[src/rtl/m6809_alu_exec.sv]
// Execute sequencer for 6809 page-0 accumulator/memory instructions: drives the external ALU,
// owns A, B and CC, and returns one response per command (IDLE -> EXEC -> RESP).
module m6809_alu_exec #(
  parameter logic [7:0] CC_RESET = 8'h50
) (
  input  logic       clk,
  input  logic       reset,
  input  logic       cmd_valid,
  output logic       cmd_ready,
  input  logic [7:0] cmd_opcode,
  input  logic [7:0] cmd_operand,
  output logic       rsp_valid,
  input  logic       rsp_ready,
  output logic [7:0] rsp_data,
  output logic       rsp_mem_wr,
  output logic       rsp_err,
  output logic [7:0] acc_a,
  output logic [7:0] acc_b,
  output logic [7:0] cc,
  input  logic       cc_wr_en,
  input  logic [7:0] cc_wr_data,
  output logic [7:0] alu_in_a,
  output logic [7:0] alu_in_b,
  output logic [3:0] alu_op,
  output logic       alu_op7,
  output logic       alu_c_in,
  output logic       alu_v_in,
  output logic       alu_h_in,
  input  logic [7:0] alu_out,
  input  logic       alu_c,
  input  logic       alu_z,
  input  logic       alu_n,
  input  logic       alu_v,
  input  logic       alu_h
);

  typedef enum logic [1:0] {S_IDLE, S_EXEC, S_RESP} state_t;

  state_t     state;
  logic [7:0] op_q;

  assign cmd_ready = (state == S_IDLE) && !reset;
  assign alu_op    = op_q[3:0];
  assign alu_op7   = op_q[7];
  assign alu_c_in  = cc[0];
  assign alu_v_in  = cc[1];
  assign alu_h_in  = cc[5];

  // ALU operand selection for the command being accepted; A/B cannot change before EXEC.
  logic [3:0] c_hi, c_lo;
  logic [7:0] in_a_d, in_b_d;
  assign c_hi = cmd_opcode[7:4];
  assign c_lo = cmd_opcode[3:0];

  always_comb begin
    in_a_d = cmd_operand;
    in_b_d = 8'h00;
    if (c_hi == 4'h4) begin
      in_a_d = acc_a;
    end else if (c_hi == 4'h5) begin
      in_a_d = acc_b;
    end else if (cmd_opcode[7]) begin
      in_b_d = cmd_operand;
      if (c_lo != 4'h6) in_a_d = cmd_opcode[6] ? acc_b : acc_a;
    end
  end

  // Decode of the latched command, used at the EXEC edge.
  logic [3:0] hi, lo;
  logic       binary, illegal, is_st, is_ld, flags_only, is_com, is_incdec, mem_dest, sel_b;
  logic [7:0] acc_cur, cc_new;
  logic       v_new, c_new;
  assign hi = op_q[7:4];
  assign lo = op_q[3:0];

  always_comb begin
    binary     = op_q[7];
    illegal    = (!binary && (hi == 4'h1 || hi == 4'h2 || hi == 4'h3))
              || (!binary && (lo inside {4'h1, 4'h2, 4'h5, 4'hB, 4'hE}))
              || ( binary && (lo inside {4'h3, 4'hC, 4'hD, 4'hE, 4'hF}));
    is_st      = binary && (lo == 4'h7);
    is_ld      = binary && (lo == 4'h6);
    flags_only = binary && (lo == 4'h1 || lo == 4'h5);
    is_com     = !binary && (lo == 4'h3);
    is_incdec  = !binary && (lo == 4'hA || lo == 4'hC);
    mem_dest   = !binary && (hi != 4'h4) && (hi != 4'h5);
    sel_b      = binary ? op_q[6] : (hi == 4'h5);
    acc_cur    = sel_b ? acc_b : acc_a;
    v_new      = (is_st || is_ld) ? 1'b0 : alu_v;
    c_new      = alu_c;
    if (is_com) c_new = 1'b1;
    if (is_incdec || is_st || is_ld) c_new = cc[0];
    cc_new     = {cc[7:6], alu_h, cc[4], alu_n, alu_z, v_new, c_new};
  end

  always_ff @(posedge clk or posedge reset) begin
    if (reset) begin
      state      <= S_IDLE;
      op_q       <= 8'h00;
      alu_in_a   <= 8'h00;
      alu_in_b   <= 8'h00;
      rsp_valid  <= 1'b0;
      rsp_data   <= 8'h00;
      rsp_mem_wr <= 1'b0;
      rsp_err    <= 1'b0;
      acc_a      <= 8'h00;
      acc_b      <= 8'h00;
      cc         <= CC_RESET;
    end else begin
      case (state)
        S_IDLE: begin
          if (cc_wr_en) cc <= cc_wr_data;
          if (cmd_valid) begin
            op_q     <= cmd_opcode;
            alu_in_a <= in_a_d;
            alu_in_b <= in_b_d;
            state    <= S_EXEC;
          end
        end
        S_EXEC: begin
          // External CC loads are dropped on this edge; the command's update wins.
          state     <= S_RESP;
          rsp_valid <= 1'b1;
          if (illegal) begin
            rsp_err    <= 1'b1;
            rsp_data   <= 8'h00;
            rsp_mem_wr <= 1'b0;
          end else begin
            rsp_err    <= 1'b0;
            rsp_data   <= is_st ? acc_cur : alu_out;
            rsp_mem_wr <= is_st || mem_dest;
            cc         <= cc_new;
            if (!flags_only && !is_st && !mem_dest) begin
              if (sel_b) acc_b <= alu_out;
              else       acc_a <= alu_out;
            end
          end
        end
        S_RESP: begin
          if (cc_wr_en) cc <= cc_wr_data;
          if (rsp_ready) begin
            rsp_valid <= 1'b0;
            state     <= S_IDLE;
          end
        end
        default: state <= S_IDLE;
      endcase
    end
  end

endmodule

[config.mk]
export PLATFORM = sky130hd
export DESIGN_NAME = m6809_alu_exec
export DESIGN_NICKNAME = d
export VERILOG_FILES = /design/src/rtl/m6809_alu_exec.sv
export SDC_FILE = /design/constraint.sdc
export NUM_CORES = 1
export LEC_CHECK = 0
export ABC_AREA = 1
export CAP_MARGIN = 20
export CORE_UTILIZATION = 60
export DETAILED_ROUTE_END_ITERATION = 10
export DONT_BUFFER_PORTS = 1
export GPL_TIMING_DRIVEN = 0
export HOLD_SLACK_MARGIN = 0.1
export PLACE_DENSITY = 0.76
export SYNTH_ARGS = -nofsm -noshare
export SYNTH_HDL_FRONTEND = slang
export SYNTH_SLANG_ARGS = --single-unit
[constraint.sdc]
create_clock -name clk -period 5.7 [get_ports clk]
set_clock_uncertainty 0.15 [all_clocks]
set_input_delay 1.425 -clock clk [delete_from_list [all_inputs] [get_ports clk]]
set_output_delay 1.425 -clock clk [all_outputs]
set_load 0.02 [all_outputs]
==> qor.yml, run 1 <==
status: "finished, final reports clean"
cts-resized-gates: 0
drt_iter0_drc: 245
cts_tree: "done"
crit_family: "simple AND/OR/NAND/NOR gates"
grt_max_degree: 33
clock.fmax_mhz: 288
coreArea_mm2: 0.00514
grt_overflow_total: 0
num_io_pins: 102
synth_area_per_cell_um2: 7.58
fill_cells: 458
min_to: "op_q[4]$_DFFE_PP0P_"
pre_cts_slack_ns: 2.22
holdBufCountCts: 0
met1_usage_pct: 39.1
ys_async_sr_fraction_pct: 100
holdWs_ns: 0.377
die_w_um: 75.3
ir_drop_mv: 0.343
yosysTopAreaCell: "dfrtp_1"
grt_antenna_before_repair: 0
r2r_cells: 7
cts-htree-levels: 3
seq_area_frac_synth_pct: 47.4
grt_pass1_vias: 2671
grtUsageMet3_pct: 7.94
globalRouteTotalUtil_pct: 29.0
crit_start: "reset"
cts_buffer_depth: 2
root_buffer: "clkbuf_8"
synth_edf_count: 0
critical_path_arrival_ns: 1.90
dp_hpwl_um: 5840
dieArea_mm2: 0.00567
ys_types: 26
max_slew_margin_pct: 54.8
io_buffers: 0
worst-path-buf-inv: 0
via_count: 2830
end_kind: "output port"
maxCapViolCount: 0
viasPerCell: 5.56
crit_path_max_incr_delay_ns: 0.47
reg2reg_from: "op_q[7]$_DFFE_PP0P_"
post_cts_buffers: 0
fin_crit_ns: 3.47
area.sequential_mm2: 0.00153
fin_crit_sh_pct: 60.9
met2_usage_pct: 45.2
setup-tns-final_ns: 0
syn_nets: 467
path_clk_slew_ns: 0.06
remaining_drc_errors: 0
mappedNetlistArea_mm2: 0.00322
postRouteAntennaNets: 0
synthTopCellsByArea: "dfrtp_1 46%, nand2_1 20%, o21ai_0 8.2%"
area_delta_synth_final_pct: 9.12
wirelength_um: 7700
total_power_mw: 2.14
holdPathStages: 2
slowest_stage: "nor3_1"
numCtsBuffers: 9
rsz0062_at_grt: "no"
cp.required_ns: 4.12
cts.sinks: 61
path_class: "in -> out"
mostFrequentLayoutCell: "nand2_1"
gp_congestion: 0.841
die_h_um: 75.3
multi_input_area_mm2: 0.00143
path_cells: "nor3_1"
fin_nets: 479
worst_hold_path_type: "reg -> reg"
num_rows: 26
synth_ff_type: "dfrtp_1"
synthCells: 425
drive_gt1_share_pct: 9.34
final_cell_mix: "170 x nand2_1, 59 x dfrtp_1, 53 x o21ai_0"
finalSetupViolCount: 0
setup_ws_ns: 2.23
firstDrtPassIters: 5
p_leak_nw: 1.86
critPathLaunchType: "input pin"
worst_pin_slew_ns: 0.677
min-delay-start: "op_q[4]$_DFFE_PP0P_"
r2r_slack_ns: 3.66
crit_fanout: 2
final-hold-violation-count: 0
wl_per_cell_um: 15.1
n_antenna_cell: 0
synth_top_area_share_pct: 45.8
r2r_end: "acc_a[5]$_DFFE_PP0P_"
ys_seq_elements: 61
ys_warn_count: 0
clock_latency_ns: 0.33
busiest_layer: "met2"
start_util_pct: 62.7
finalMaxSlewViolations: 0
grt_pass1_wl_um: 12200
p_per_area_mw_per_mm2: 609
power by group:
part           internal [mW]  leakage [nW]  switching [mW]
clock network          0.218        0.0971           0.156
logic                  0.243          1.02           0.481
registers              0.630         0.743           0.414
logic make-up (layout without fill, tap and decap cells):
group / after synthesis / after routing / synth area share, %
AOI/OAI and AO/OA: 67 / 67 / 11.0
and+or+nand+nor: 229 / 229 / 30.7
buffers and inverters: 60 / 74 / 8.27
muxes: 8 / 8 / 2.60
DFF: 61 / 61 / 47.4
synth_stat cells (3+ instances only):
cell type and instances:
a21oi_1 5, inv_1 35, nand4_1 18, o211ai_1 8, nand3b_1 3, buf_4 9, clkbuf_1 7, mux2i_1 5
mux2_2 3, o21ai_0 53, nand3_1 16, nor2_1 15, buf_2 4, nand2_1 170, dfrtp_1 59
layer usage:
layer	vias to the layer above	wire length, um
met5	-	0
met4	0	86
met3	11	689
met2	130	3520
met1	1297	3400
li1	1392	-
registers in the layout, summed over array words and instances (netlist names), 2 cells and up:
name,count
acc_a,8
acc_b,8
alu_in_a,8
alu_in_b,8
cc,8
op_q,8
rsp_data,8
state,2
worst max path at each step:
| stage | cells after the start | end | slack (ns) |
|---|---|---|---|
| floorplan | 1 | cmd_ready | 2.24 |
| global placement | 1 | alu_in_a[3]$_DFFE_PP0P_ | 2.03 |
| detailed placement | 1 | cmd_ready | 2.22 |
| global route | 1 | cmd_ready | 2.22 |
| finish | 1 | cmd_ready | 2.23 |
| CTS | 1 | cmd_ready | 2.22 |
metrics by stage:
step                utilization, %  std cells  area (um2)
finish                        68.4        509        3520
global route                  68.4        509        3520
CTS                           68.4        509        3520
detailed placement            64.8        496        3330
global placement              64.4        495        3310
floorplan                        -        425        3220
final cells by class:
type	count	area share [%]
plain buffers	20	3.24
inverters	40	4.34
flip-flops and latches	61	43.5
clock inverters	2	0.996
repair buffers	1	0.569
multi-input cells	304	40.6
clock buffers	11	4.30
well taps	70	2.49
No activity file was read; power rests on OpenSTA's default activity.
==> run 2, diff against run 1 <==
Settings changed: CORE_UTILIZATION 60 to 57, PLACE_DENSITY 0.76 to 0.75.
Clock period 5.7 ns to 2.9 ns, I/O delays scaled along.
==> run 2 against run 1 <==
Compared with the run above: global-route usage fell by 0.45 points; non-clock buffer count did not move; cell area rose by 0.64%; critical path type is now reg -> out; critical endpoint unchanged; largest cell class unchanged.
==> qor.yml, run 2 (synthesized netlist as in run 1, its figures left out) <==
critical_path_arrival_ns: 1.41  # -0.49 ns
area_delta_synth_final_pct: 9.82
path_cells: "buf_4 -> nor3_1"
grt_antenna_before_repair: 0  # unchanged
instances_no_fill: 514  # +0.98%
gp_congestion: 0.880  # +4.5%
cts.sinks: 61  # unchanged
p_switching_mw: 2.09  # +99%
drt_iter0_drc: 156  # -36%
wl_per_cell_um: 15.6  # +3.2%
holdBufCountCts: 0  # unchanged
cts_buffer_depth: 2  # unchanged
setup-tns-final_ns: 0  # unchanged
num_io_pins: 102  # unchanged
clock_latency_ns: 0.35  # +0.02 ns
wirelength_um: 8020  # +4.2%
reg2reg_from: "op_q[7]$_DFFE_PP0P_"
met1_usage_pct: 37.3  # -1.8 points
fin_nets: 479  # unchanged
r2r_slack_ns: 0.88  # -2.78 ns
rsz0062_at_grt: "no"
met2_usage_pct: 44.2  # -1.1 points
remaining_drc_errors: 0  # unchanged
grt_pass1_wl_um: 13200  # +7.4%
mostFrequentLayoutCell: "nand2_1"
p_per_area_mw_per_mm2: 1210  # +99%
via_count: 2815  # -0.53%
cts-htree-levels: 3  # unchanged
num_rows: 27  # +3.8%
end_kind: "output port"
final_cell_mix: "170 x nand2_1, 59 x dfrtp_1, 53 x o21ai_0"
worst_pin_slew_ns: 0.760  # +0.0827 ns
n_antenna_cell: 0  # unchanged
r2r_end: "cc[1]$_DFFE_PP0P_"
cts_tree: "done"
drive_gt1_share_pct: 9.28  # -0.063 points
clockPowerShare_pct: 18.7  # +1.3 points
grt_max_degree: 36  # +9.1%
combinationalPowerShare_pct: 33.4  # -0.4 points
setup_ws_ns: 0.619  # -1.61 ns
maxCapViolCount: 0  # unchanged
fin_crit_sh_pct: 78.7
path_clk_slew_ns: 0.07  # about the same
worst_hold_path_type: "in -> async"
grtUsageMet3_pct: 7.98  # +0.040 points
crit_path_max_incr_delay_ns: 0.52  # +0.05 ns
r2r_cells: 9  # +2
max_slew_margin_pct: 49.3  # -5.5 points
start_util_pct: 58.9  # -3.8 points
die_w_um: 77.2  # +2.5%
finalSetupViolCount: 0  # unchanged
firstDrtPassIters: 4  # -1
io_buffers: 0  # unchanged
dieArea_mm2: 0.00596  # +5.1%
busiest_layer: "met2"
coreArea_mm2: 0.00547  # +6.5%
grt_pass1_vias: 2745  # +2.8%
p_leak_nw: 1.87  # +0.37%
dp_cells: 498  # +0.40%
switching_share_pct: 49.0  # -0.12 points
pre_cts_slack_ns: 0.830  # -1.39 ns
clock.fmax_mhz: 438
holdWs_ns: 0.242  # -0.135 ns
worst-path-buf-inv: 1  # +1
path_class: "reg -> out"
postRouteAntennaNets: 0  # unchanged
power_frac_seq_pct: 47.9  # -0.9 points
cell_internal_pwr_mw: 2.18  # +100%
viasPerCell: 5.48  # -1.5%
fill_cells: 515  # +12%
status: "finished, final reports clean"
finalMaxSlewViolations: 0  # unchanged
slowest_stage: "nor3_1"
fin_crit_ns: 2.28
ir_drop_mv: 0.627  # +83%
grt_overflow_total: 0  # unchanged
cts-resized-gates: 0  # unchanged
root_buffer: "clkbuf_8"
final-hold-violation-count: 0  # unchanged
cp.required_ns: 2.03  # -2.09 ns
die_h_um: 77.2  # +2.5%
numCtsBuffers: 9  # unchanged
dp_hpwl_um: 5910  # +1.2%
crit_fanout: 10  # +8
critPathLaunchType: "flop"
globalRouteTotalUtil_pct: 28.5  # -0.45 points
crit_family: "simple AND/OR/NAND/NOR gates"
post_cts_buffers: 0  # unchanged
-- run 2: changes by cell type in the layout (fill, tap and decap cells not counted), sizes merged --
cell / delta
clkinv: -1
clkbuf: +4
-- run 2: worst max path at each step --
stage	slack (ns)	depth (start not counted)	end	from
floorplan	0.52	1	acc_a[0]$_DFFE_PP0P_	reset
global placement	-0.16	1	alu_in_a[2]$_DFFE_PP0P_	reset
detailed placement	0.83	1	cmd_ready	reset
CTS	0.60	1	cmd_ready	state[1]$_DFFE_PP0P_
global route	0.58	2	cmd_ready	state[0]$_DFFE_PP0P_
finish	0.62	2	cmd_ready	state[0]$_DFFE_PP0P_
-- run 2: cell type report --
cell class / instances / area (um2) / share of cell area (%)
inverter: 40 / 153 / 4.31
clock buffer: 15 / 176 / 4.98
multi-input combinational: 304 / 1430 / 40.3
buffer: 20 / 114 / 3.22
tap: 72 / 90.1 / 2.55
sequential: 61 / 1530 / 43.2
timing repair buffer: 1 / 20.0 / 0.566
clock inverter: 1 / 30.0 / 0.848
-- run 2: per-layer routing --
metal  up-vias  wire length [um]
met2       108              3650
li1       1398                 -
met3         5               712
met4         0                79
met1      1304              3580
met5         -                 0
-- run 2: per-stage QoR --
stage	total power, mW	instance area [um2]	util (%)
after CTS	4.28	3540	64.7
after detailed placement	3.47	3330	60.9
after global placement	3.42	3310	60.5
after floorplan	3.08	3220	-
final	4.28	3540	64.7
after global routing	4.57	3540	64.7
-- run 2: power groups by stage --
| stage | sequential, mW | combinational [mW] | clock [mW] |
|---|---|---|---|
| finish | 2.05 | 1.43 | 0.799 |
| global route | 2.10 | 1.63 | 0.844 |
| CTS | 2.05 | 1.43 | 0.807 |
| detailed placement | 2.06 | 1.42 | 0 |
| global placement | 2.04 | 1.37 | 0 |
| floorplan | 1.93 | 1.15 | 0 |
==> run 3, diff against run 2 <==
Clock period 2.9 ns to 1.9 ns, I/O delays scaled along.
==> run 3 against run 2 <==
Compared with the run above: non-clock buffer count up 5; hold slack worse by 0.14 ns; sequential share of layout area down 1.1 points; via count up 2.9%; combinational power up 59%; register-to-register slack worse by 0.78 ns; global-route usage up 0.70 points; die area unchanged; sequential power up 53%; cell area up 2.9%; count of clock-buffer cells in the layout down 3; routed wire length up 0.30%; highest routed layer unchanged.
==> qor.yml, run 3 (synthesized netlist as in run 1, its figures left out) <==
clock.fmax_mhz: 536
finalMaxSlewViolations: 0  # unchanged
gp_congestion: 0.888  # +0.93%
dp_hpwl_um: 5970  # +1.0%
grt_antenna_before_repair: 0  # unchanged
holdWs_ns: 0.103  # -0.140 ns
dieArea_mm2: 0.00596  # unchanged
numCtsBuffers: 9  # unchanged
num_rows: 27  # unchanged
fin_crit_ns: 1.86
r2r_cells: 9  # unchanged
power_frac_seq_pct: 46.6  # -1.3 points
r2r_slack_ns: 0.10  # -0.78 ns
fin_nets: 484  # +1.0%
postRouteAntennaNets: 0  # unchanged
drive_gt1_share_pct: 12.8  # +3.5 points
grt_pass1_vias: 2821  # +2.8%
wl_per_cell_um: 15.5  # -0.67%
status: "finished, final reports clean"
cp.required_ns: 1.27  # -0.76 ns
crit_path_max_incr_delay_ns: 0.37  # -0.15 ns
firstDrtPassIters: 5  # +1
cell_internal_pwr_mw: 3.49  # +60%
critPathLaunchType: "flop"
reg2reg_from: "state[0]$_DFFE_PP0P_"
wirelength_um: 8050  # +0.30%
cts_buffer_depth: 2  # unchanged
cts.sinks: 61  # unchanged
n_antenna_cell: 0  # unchanged
p_per_area_mw_per_mm2: 1850  # +53%
fin_util_pct: 66.5  # +1.9 points
p_leak_nw: 1.90  # +2.1%
end_kind: "output port"
crit_path_end: "cmd_ready"
viasPerCell: 5.58  # +1.9%
globalRouteTotalUtil_pct: 29.3  # +0.70 points
worst_pin_slew_ns: 0.561  # -0.199 ns
worst_hold_path_type: "in -> reg"
dp_cells: 498  # unchanged
final-hold-violation-count: 0  # unchanged
start_util_pct: 58.9  # unchanged
cts-htree-levels: 3  # unchanged
mostFrequentLayoutCell: "nand2_1"
die_w_um: 77.2  # unchanged
clockPowerShare_pct: 19.5  # +0.8 points
crit_start: "state[0]$_DFFE_PP0P_"
maxCapViolCount: 0  # unchanged
p_switching_mw: 3.25  # +55%
critical_path_arrival_ns: 1.24  # -0.17 ns
max_slew_margin_pct: 62.5  # +13 points
rsz0062_at_grt: "yes"
grt_pass1_wl_um: 13700  # +4.4%
die_h_um: 77.2  # unchanged
instances_no_fill: 519  # +0.97%
grt_overflow_total: 0  # unchanged
slowest_stage: "dfrtp_1"
setup-tns-final_ns: 0  # unchanged
clock_latency_ns: 0.34  # about the same
remaining_drc_errors: 0  # unchanged
area_delta_synth_final_pct: 13.0
switching_share_pct: 48.2  # -0.73 points
ir_drop_mv: 1.04  # +65%
coreArea_mm2: 0.00547  # unchanged
finalSetupViolCount: 0  # unchanged
root_buffer: "clkbuf_8"
final_cell_mix: "166 x nand2_1, 55 x dfrtp_1, 53 x o21ai_0"
crit_fanout: 10  # unchanged
via_count: 2897  # +2.9%
path_clk_slew_ns: 0.07  # about the same
fin_crit_sh_pct: 98.1
grt_max_degree: 39  # +8.3%
cts_tree: "done"
combinationalPowerShare_pct: 33.9  # +0.5 points
drt_iter0_drc: 186  # +19%
num_io_pins: 102  # unchanged
path_class: "reg -> out"
path_cells: "buf_4 -> nor3_2"
r2r_end: "acc_a[5]$_DFFE_PP0P_"
io_buffers: 0  # unchanged
==> run 3: cell count changes in the layout (fill, tap and decap cells not counted), moves of 3 or more <==
| cell | previous run | this run |
|---|---|---|
| buf_4 | 9 | 12 |
| clkbuf_1 | 10 | 7 |
| dfrtp_1 | 59 | 55 |
| dfrtp_2 | 0 | 4 |
| nand2_1 | 170 | 166 |
| nand2_2 | 0 | 3 |
==> run 3: worst min path at each step <==
stage	from	end	slack, ns	cells after the start
after floorplan	op_q[4]$_DFFE_PP0P_	op_q[4]$_DFFE_PP0P_	0.33	2
after global placement	op_q[4]$_DFFE_PP0P_	op_q[4]$_DFFE_PP0P_	0.36	2
after detailed placement	reset	cc[0]$_DFFE_PP0P_	0.27	1
after CTS	cmd_opcode[2]	op_q[2]$_DFFE_PP0P_	0.10	2
after global routing	cmd_opcode[2]	op_q[2]$_DFFE_PP0P_	0.12	2
final	cmd_opcode[1]	op_q[1]$_DFFE_PP0P_	0.10	2
==> run 3: final cells by class <==
cell class	instances	area (um2)
buffer	20	118
clock buffer	12	155
clock inverter	4	70.1
fill	500	1830
inverter	40	156
multi-input combinational	304	1460
sequential	61	1530
tap	72	90.1
timing repair buffer	6	62.6
==> run 3: routing by layer <==
| layer | vias up | share of wire [%] | track usage, % |
|---|---|---|---|
| met3 | 17 | 8.7 | 8.45 |
| met1 | 1343 | 43 | 38.0 |
| met2 | 128 | 46 | 45.9 |
| li1 | 1409 | - | - |
| met4 | 0 | 1.6 | 11.5 |
| met5 | - | 0 | 0 |
==> run 3: power by group through the flow <==
| stage | clock, mW | sequential, mW | combinational, mW |
|---|---|---|---|
| floorplan | 0 | 2.94 | 1.75 |
| global placement | 0 | 3.12 | 2.09 |
| detailed placement | 0 | 3.14 | 2.16 |
| CTS | 1.32 | 3.13 | 2.20 |
| global route | 1.38 | 3.22 | 2.60 |
| finish | 1.32 | 3.14 | 2.28 |
==> run 3: through the flow <==
| step | instance area [um2] | power (mW) | worst slack (ns) |
|---|---|---|---|
| 5_1_grt | 3640 | 7.20 | -0.0161 |
| 6_report | 3640 | 6.74 | 0.0355 |
| 3_5_place_dp | 3340 | 5.30 | -0.106 |
| 2_1_floorplan | 3230 | 4.70 | 0.231 |
| 4_1_cts | 3600 | 6.65 | 0.0103 |
| 3_3_place_gp | 3320 | 5.21 | -0.0926 |
==> run 3: critical path, delay by kind of cell (launching register included) <==
kind / cells / cell delay [ns]
AND/OR/NAND/NOR: 1 / 0.34
flip-flops: 1 / 0.37
buffers and inverters: 1 / 0.18
==> run 3: timing repair <==
action | CTS | global route
hold buffers | 2 | 0
endpoints found under the setup margin | 29 | 42
gates cloned | 0 | 0
setup buffers | 1 | 2
gates resized for setup | 4 | 11
endpoints found under the hold margin | 24 | 0
pin swaps | 1 | 2
